### src/rtl/watch_pkg.sv
// Shared types, segment codes and BCD field limits for the watch controller.
// Also holds the BCD increment helpers used by time keeping and digit editing.
package watch_pkg;

  typedef enum logic [1:0] {CLK, ALM, SW} mode_t;

  localparam logic [6:0] SEG_0 = 7'h3F;
  localparam logic [6:0] SEG_1 = 7'h06;
  localparam logic [6:0] SEG_2 = 7'h5B;
  localparam logic [6:0] SEG_3 = 7'h4F;
  localparam logic [6:0] SEG_4 = 7'h66;
  localparam logic [6:0] SEG_5 = 7'h6D;
  localparam logic [6:0] SEG_6 = 7'h7D;
  localparam logic [6:0] SEG_7 = 7'h07;
  localparam logic [6:0] SEG_8 = 7'h7F;
  localparam logic [6:0] SEG_9 = 7'h6F;

  localparam logic [7:0] MIN_MAX  = 8'h59;
  localparam logic [7:0] HR_MAX   = 8'h23;
  localparam logic [3:0] TENS_MAX = 4'd5;
  localparam logic [3:0] ONES_MAX = 4'd9;

  // Two-digit BCD counter step, wrapping to zero after top.
  function automatic logic [7:0] bcd_inc(input logic [7:0] v, input logic [7:0] top);
    if (v == top)
      return '0;
    if (v[3:0] == ONES_MAX)
      return {v[7:4] + 4'd1, 4'd0};
    return {v[7:4], v[3:0] + 4'd1};
  endfunction

  // Single-digit edit on {H1,H0,M1,M0}; no carry between digits.
  function automatic logic [15:0] bump_digit(input logic [15:0] hhmm, input logic [1:0] sel);
    logic [3:0] h1, h0, m1, m0;
    {h1, h0, m1, m0} = hhmm;
    case (sel)
      2'd0: m0 = (m0 == ONES_MAX) ? '0 : m0 + 4'd1;
      2'd1: m1 = (m1 == TENS_MAX) ? '0 : m1 + 4'd1;
      2'd2: h0 = (h0 == ONES_MAX || (h1 == HR_MAX[7:4] && h0 == HR_MAX[3:0])) ? '0 : h0 + 4'd1;
      default: begin
        h1 = (h1 == HR_MAX[7:4]) ? '0 : h1 + 4'd1;
        if (h1 == HR_MAX[7:4] && h0 > HR_MAX[3:0])
          h0 = HR_MAX[3:0];
      end
    endcase
    return {h1, h0, m1, m0};
  endfunction

endpackage

### src/rtl/seven_seg_dec.sv
// BCD digit to active-high {g,f,e,d,c,b,a} segments; non-BCD codes blank.
module seven_seg_dec
  import watch_pkg::*;
(
  input  logic [3:0] bcd,
  output logic [6:0] seg
);

  always_comb begin
    case (bcd)
      4'd0:    seg = SEG_0;
      4'd1:    seg = SEG_1;
      4'd2:    seg = SEG_2;
      4'd3:    seg = SEG_3;
      4'd4:    seg = SEG_4;
      4'd5:    seg = SEG_5;
      4'd6:    seg = SEG_6;
      4'd7:    seg = SEG_7;
      4'd8:    seg = SEG_8;
      4'd9:    seg = SEG_9;
      default: seg = '0;
    endcase
  end

endmodule

### src/rtl/watch_ctrl.sv
// Digital watch controller: 24h clock, armed alarm with beep, MM:SS stopwatch,
// digit-by-digit editing from edge-detected buttons, four 7-seg digit outputs.
module watch_ctrl
  import watch_pkg::*;
#(
  parameter int unsigned TICKS_PER_SEC = 50
) (
  input  logic       clk,
  input  logic       resetTime,
  input  logic       modeAlarm,
  input  logic       modeClock,
  input  logic       modeStopWatch,
  input  logic       setValue,
  input  logic       upTime,
  input  logic       nextDigit,
  input  logic       stop,
  output logic [6:0] digit3,
  output logic [6:0] digit2,
  output logic [6:0] digit1,
  output logic [6:0] digit0,
  output logic       alarmBeep
);

  localparam int unsigned PW = (TICKS_PER_SEC > 1) ? $clog2(TICKS_PER_SEC) : 1;
  localparam logic [PW-1:0] PRESC_TOP = PW'(TICKS_PER_SEC - 1);

  logic [PW-1:0] presc, presc_n;
  logic [15:0]   clk_hm, clk_hm_n, alm_hm, alm_hm_n;
  logic [7:0]    sec, sec_n, sw_mm, sw_mm_n, sw_ss, sw_ss_n;
  logic          armed, armed_n, beep_n;
  logic [1:0]    sel, sel_n;
  logic [2:0]    btn_s, btn_p;
  logic          up_p, next_p, set_p, tick, clk_edit;
  logic [15:0]   disp;
  mode_t         mode;

  // modeClock only matters as the default when nothing else is selected.
  always_comb begin
    if (modeStopWatch === 1'b1)   mode = SW;
    else if (modeAlarm === 1'b1)  mode = ALM;
    else                          mode = CLK;
  end

  assign up_p   = btn_s[0] & ~btn_p[0];
  assign next_p = btn_s[1] & ~btn_p[1];
  assign set_p  = btn_s[2] & ~btn_p[2];
  assign tick   = (presc == PRESC_TOP);
  assign clk_edit = (mode == CLK) && (up_p || set_p);

  always_comb begin
    presc_n  = tick ? '0 : presc + 1'b1;
    clk_hm_n = clk_hm;
    sec_n    = sec;
    alm_hm_n = alm_hm;
    armed_n  = armed;
    sel_n    = sel;
    sw_mm_n  = sw_mm;
    sw_ss_n  = sw_ss;

    // An edit landing on a tick keeps the seconds step but drops its carry.
    if (tick) begin
      sec_n = bcd_inc(sec, MIN_MAX);
      if (sec == MIN_MAX && !clk_edit) begin
        clk_hm_n[7:0] = bcd_inc(clk_hm[7:0], MIN_MAX);
        if (clk_hm[7:0] == MIN_MAX)
          clk_hm_n[15:8] = bcd_inc(clk_hm[15:8], HR_MAX);
      end
    end

    if (mode == CLK && set_p) sec_n = '0;
    if (mode == CLK && up_p)  clk_hm_n = bump_digit(clk_hm, sel);
    if (mode == ALM && up_p)  alm_hm_n = bump_digit(alm_hm, sel);
    if (mode == ALM && set_p) armed_n = ~armed;
    if (mode != SW && next_p) sel_n = sel + 2'd1;

    if (mode == SW && set_p && stop) begin
      sw_mm_n = '0;
      sw_ss_n = '0;
    end else if (tick && !stop) begin
      sw_ss_n = bcd_inc(sw_ss, MIN_MAX);
      if (sw_ss == MIN_MAX)
        sw_mm_n = bcd_inc(sw_mm, MIN_MAX);
    end

    beep_n = armed_n && (clk_hm_n == alm_hm_n);
  end

  always_ff @(posedge clk or negedge resetTime) begin
    if (!resetTime) begin
      presc     <= '0;
      clk_hm    <= '0;
      sec       <= '0;
      alm_hm    <= '0;
      armed     <= 1'b0;
      sel       <= '0;
      sw_mm     <= '0;
      sw_ss     <= '0;
      btn_s     <= '0;
      btn_p     <= '0;
      alarmBeep <= 1'b0;
    end else begin
      presc     <= presc_n;
      clk_hm    <= clk_hm_n;
      sec       <= sec_n;
      alm_hm    <= alm_hm_n;
      armed     <= armed_n;
      sel       <= sel_n;
      sw_mm     <= sw_mm_n;
      sw_ss     <= sw_ss_n;
      btn_s     <= {setValue, nextDigit, upTime};
      btn_p     <= btn_s;
      alarmBeep <= beep_n;
    end
  end

  always_comb begin
    case (mode)
      SW:      disp = {sw_mm, sw_ss};
      ALM:     disp = alm_hm;
      default: disp = clk_hm;
    endcase
  end

  seven_seg_dec u_dec3 (.bcd(disp[15:12]), .seg(digit3));
  seven_seg_dec u_dec2 (.bcd(disp[11:8]),  .seg(digit2));
  seven_seg_dec u_dec1 (.bcd(disp[7:4]),   .seg(digit1));
  seven_seg_dec u_dec0 (.bcd(disp[3:0]),   .seg(digit0));

endmodule

### config.mk
export PLATFORM = sky130hd
export DESIGN_NAME = watch_ctrl
export DESIGN_NICKNAME = d
export VERILOG_FILES = /design/src/rtl/watch_pkg.sv /design/src/rtl/seven_seg_dec.sv /design/src/rtl/watch_ctrl.sv
export SDC_FILE = /design/constraint.sdc
export NUM_CORES = 1
export LEC_CHECK = 0
export BUFFER_PORTS_ARGS = -buffer_cell sky130_fd_sc_hd__buf_4
export CAP_MARGIN = 20
export CORE_ASPECT_RATIO = 0.6
export CORE_MARGIN = 2
export CORE_UTILIZATION = 55
export DETAILED_ROUTE_END_ITERATION = 8
export PLACE_DENSITY_LB_ADDON = 0.08
export SLEW_MARGIN = 40
export SYNTH_ARGS = -nofsm -noshare
export SYNTH_HDL_FRONTEND = slang
export SYNTH_SLANG_ARGS = --single-unit
### constraint.sdc
create_clock -name clk -period 2.5 [get_ports clk]
set_input_delay 0.125 -clock clk [delete_from_list [all_inputs] [get_ports clk]]
set_output_delay 0.125 -clock clk [all_outputs]
set_load 0.01 [all_outputs]
# After elaboration in Yosys (flattened, before gate mapping)
# Memories as Yosys holds them, arrays and structs flattened.
# Index checks and enable logic that the tools add are counted.
# word_totals
regBits,72
rom_bits,448
in_bits,9
out_inout_bits,29
wordCells,198
mem_count,4
# mem_list
memory,depth,word_bits,rd,rd_ports_with_merged_regs,write_ports,line,rtl
(name not given),16,7,1,0,0,seven_seg_dec.sv:10,case (bcd)
(name not given),16,7,1,0,0,seven_seg_dec.sv:10,
(name not given),16,7,1,0,0,seven_seg_dec.sv:10,
(name not given),16,7,1,0,0,seven_seg_dec.sv:10,
# classes
add_sub_neg,16
order_cmp,2
eq_ne,29
muxes,92
bitwise,7
n_reduce_logical,34
# ops
cell,count
$mux 8,28
$mux 16,4
$mux 4,16
$add 4x1->4 const B,14
$mux 1,39
$eq 8x7->1 const B,4
$pmux 16 s2,1
$eq 4x4->1 const B,7
$eq 4x2->1 const B,6
$eq 16x16->1,1
$pmux 4 s2,2
$logic_and 1x1->1,15
$reduce_bool 3->1,3
$eq 4x3->1 const B,2
$eq 8x6->1 const B,1
$gt 4x2->1 const B,2
$add 6x1->6 const B,1
$eq 6x6->1 const B,1
$mux 6,1
$reduce_and 2->1,3
$reduce_bool 2->1,3
$eq 2x1->1 const B,2
$eq 2x2->1 const B,2
$logic_not 2->1,2
11 further kinds,20

# Depth between registers and ports, before layout
# depth
ltp_word,21
mapped_depth,11
mapped_depth_nobuf,10

# Cells and area by module
# A second synthesis with hierarchy kept.
# hier_totals
cells_unflattened,653
area_unflattened_um2,5674.2
# by_module_without_submodules
module,instances,cells_each,area_each_um2,seq_area_each_um2
watch_ctrl,1,543,4815.9,1801.7
seven_seg_dec at u_dec0 ...,3,28,219.0,0.0
seven_seg_dec at u_dec2,1,26,201.4,0.0

# Worst setup path before layout
# No wires, ideal clock.
# synth_timing
kind,reg-to-reg
startpoint,register clk_hm[1]
endpoint,register alarmBeep
arrival_time_ps,2441
required_ps,2405
slack_ps,-36
stages_incl_launch_ff,12
n_path_buf,1
period_less_slack_ps,2536
path_cell_list,dfrtp_1 inv_1 ha_1 and3b_1 buf_2 nand2_1 or3_4 or3_1 a32oi_1 xnor2_1 nand4_1 nor4b_2
# synth_lines
item,line,rtl
from (decl),watch_ctrl.sv:28,"logic [15:0] clk_hm, clk_hm_n, alm_hm, alm_hm_n;"
from (signal assigned),watch_ctrl.sv:103,clk_hm <= clk_hm_n;
$eq 8x7->1,watch_ctrl.sv:65,if (clk_hm[7:0] == MIN_MAX)
$mux 8,watch_ctrl.sv:65,
$mux 16,watch_ctrl.sv:63,if (sec == MIN_MAX && !clk_edit) begin
$mux 16,watch_ctrl.sv:61,if (tick) begin
$mux 16,watch_ctrl.sv:71,"if (mode == CLK && up_p) clk_hm_n = bump_digit(clk_hm, sel);"
named net clk_hm_n[8],watch_ctrl.sv:28,
$eq 16x16->1,watch_ctrl.sv:85,beep_n = armed_n && (clk_hm_n == alm_hm_n);
$logic_and 1x1->1,watch_ctrl.sv:85,
named net beep_n,watch_ctrl.sv:30,"logic armed, armed_n, beep_n;"
to (signal assigned),watch_ctrl.sv:112,alarmBeep <= beep_n;
to (decl),watch_ctrl.sv:21,output logic alarmBeep
# The timed path passes the listed nets, and every way through them passes these cells. The select of a mux whose other input is x is not followed.
# A chain may end at the register's enable or synchronous reset.

# Worst setup path in the final report
# layout_timing
startpoint,register clk_hm[5]
endpoint,register alarmBeep
# The elaborated chain is that of the path after synthesis.

==> out/qor.txt <==
first-pass GRT wire length: 23050 um
max cap viols: 0
placed inst area: 6511 um2
initial core utilization: 56.19%
CTS Sinks: 72
CTS tree: yes
Least-Margin Pin Slew: 0.7570 ns
Tcrit/Tclk final: 106.5%
syn_nets: 682
Ports: 38
Final setup viols: 1
clk_skew: 0.005888 ns
Pwr Density: 852.4 nW/um2
post-route ant nets: 0
CP arrival: 2.90 ns
DRC viols: 0
Post-Syn Area: 5512 um2
fillers: 734
top-count cell post-synth: dfrtp_1
Synth Area in XOR/XNOR: 5.176%
total vias in the final route: 5089
Synth Area in Simple Gates: 21.25%
die width: 133.2 um
critical path class: flop to flop
fraction of the mapped netlist area in adder cells: 12.03%
Synth top cells by count: 72 x dfrtp_1, 53 x ha_1, 52 x nor2_1
HP Class: input pin to flop
ys async rst share: 100.0%
Syn-to-layout area delta: 28.10%
largest cells by area after synthesis: dfrtp_1 33%, ha_1 12%, mux2i_1 5.3%
FF+latch count, synth: 72
unrepaired setup endpoints after global routing: true
Core Box Area: 9809 um2
CTS H-tree depth: 3
initial antenna violation count: 0
Worst Path Required: 2.74 ns
final WL: 14650 um
cell count after synthesis: 620
clock transition at the registers of the reported paths: 0.06 ns
die area: 10860 um2
Post-DP HPWL: 11010 um
post-synthesis sequential area ratio: 32.69%
Avg WL per Cell: 16.55 um
mux cell area share after synthesis: 6.561%
post-synthesis compound-gate area fraction: 17.96%
area share of the largest cell type after synthesis: 32.69%
Max transition margin: 49.00%
worst-path maximum fanout: 5
share of post-route cells with drive strength above 1: 25.20%
total power: 6.018 mW
pin count of the biggest net entering global routing: 73
total grt overflow: 0
Final Max Tran Viols: 0
placed cells: 857
Die Y: 81.54 um
root buf cell: clkbuf_16
Warnings, synthesis: 0
Lkg Pwr: 3.372 nW
average size of a mapped cell: 8.890 um2
vias in the first global route: 4586
total track usage: 27.43%
f_max: 375.5 MHz
failing checks: setup timing
final setup TNS: -0.1631 ns
PortBufs: 36
critical path capture point type: flop
status: complete, but fails checks
post-route cell area: 7061 um2
1st-iter DRT viols: 408
Clk Latency, worst-skew pair: 0.34 ns
CTS max path bufs: 2
nets: 807
largest family of logic cells by synthesized area: simple AND/OR/NAND/NOR gates
Max VDD drop: 0.5013 mV
number of enable flip-flop cells after synthesis: 0
reg-to-reg slack, setup: -0.16 ns
row cnt: 28
post-layout min period: 2.663 ns
final worst slack: -0.1631 ns
cell taking the most area after synthesis: dfrtp_1
ys flop type: dfrtp_1
post-synthesis cell type count: 75
startpoint type of the worst setup path: flop
Via density: 5.750
First-pass DRT Iterations: 7
endpoints failing hold: 0
GP Congestion: 0.9625
Non-Filler Instances: 885
Inserted Clock Buffers: 9
Ant. Diodes: 0
DP Worst Slack: -0.1627 ns
state kept, by name, indices dropped and copies added, names as in the netlist:
signal and count:
btn_p 3, alarmBeep 1, alm_hm 16, presc 6, btn_s 3, sel 2
armed 1, sec 8, sw_ss 8, clk_hm 16, sw_mm 8
worst max-delay path: stages, from the launching register on:
cell and delay, ns:
dfrtp_1 0.38, inv_1 0.07, ha_1 0.21, and3b_2 0.24, nand2_2 0.10, or3_4 0.41, or3_1 0.37, a32oi_2 0.24
xnor2_1 0.15, nand4_1 0.12, nor4b_2 0.28
cell usage in the layout, fill, tap and decap left out, drive strengths merged, types with 7 or more instances in the layout:
cell type,Yosys,final
dfrtp,72,72
inv,39,39
nand3,27,27
nor3,15,15
nand2,43,43
nor2b,9,9
mux2i,29,29
xor2,10,10
o21ai,52,52
o22ai,10,10
buf,10,129
nor2,52,52
nand2b,10,10
xnor2,20,20
clkbuf,9,13
o31ai,7,7
ha,53,53
a21oi,42,42
routing by layer:
metal  part of all wire [%]  GRT usage (%)  up-vias
li1                       -              -     2473
met1                     49          39.35     2449
met2                     43          41.04      142
met3                    6.8          7.469       25
met4                    1.4          7.553        0
met5                      0              0        -
cell type report:
| class | count | area (um2) | area share [%] |
|---|---|---|---|
| tap | 135 | 168.9 | 2.392 |
| inverter | 39 | 146.4 | 2.073 |
| clock buffer | 13 | 250.2 | 3.544 |
| clock inverter | 3 | 65.06 | 0.9215 |
| multi-input combinational | 490 | 3612 | 51.16 |
| timing repair buffer | 133 | 1016 | 14.39 |
| sequential | 72 | 1802 | 25.52 |
final timing paths:
path	start	end	depth (start not counted)
setup / recovery	clk_hm[5]$_DFF_PN0_	alarmBeep$_DFF_PN0_	10
setup reg to reg	clk_hm[5]$_DFF_PN0_	alarmBeep$_DFF_PN0_	10
min in group asynchronous	resetTime	btn_s[2]$_DFF_PN0_	2
max in group asynchronous	resetTime	sw_mm[1]$_DFFE_PN0P_	2
hold / removal	stop	sw_ss[3]$_DFFE_PN0P_	3
hold reg to reg	btn_s[1]$_DFF_PN0_	btn_p[1]$_DFF_PN0_	0
power by group:
part | total (mW) | switching [mW] | internal [mW]
Sequential | 1.64 | 0.261 | 1.38
Clock | 1.39 | 0.488 | 0.900
Combinational | 2.99 | 1.58 | 1.41
cells by family after synthesis:
logic type	Yosys count
simple gates	212
compound gates	159
flops	72
buf+inv	58
fa+ha+maj	53
mux	35
xor+xnor	31
timing repair:
item                       CTS  global route
resized for setup           10            19
hold buffers                 4             0
setup endpoints to repair    1            10
buffers inserted             4             4
pin swaps                    6             9
hold endpoints to repair    75             0
metrics by stage:
step | hold slack [ns] | util [%]
floorplan | -0.1706 | -
global placement | 0.2345 | 66.34
finish | 0.2177 | 71.98
CTS | 0.2086 | 70.78
detailed placement | 0.1867 | 66.38
global route | 0.2224 | 71.98
(Power assumes the default switching activity.)
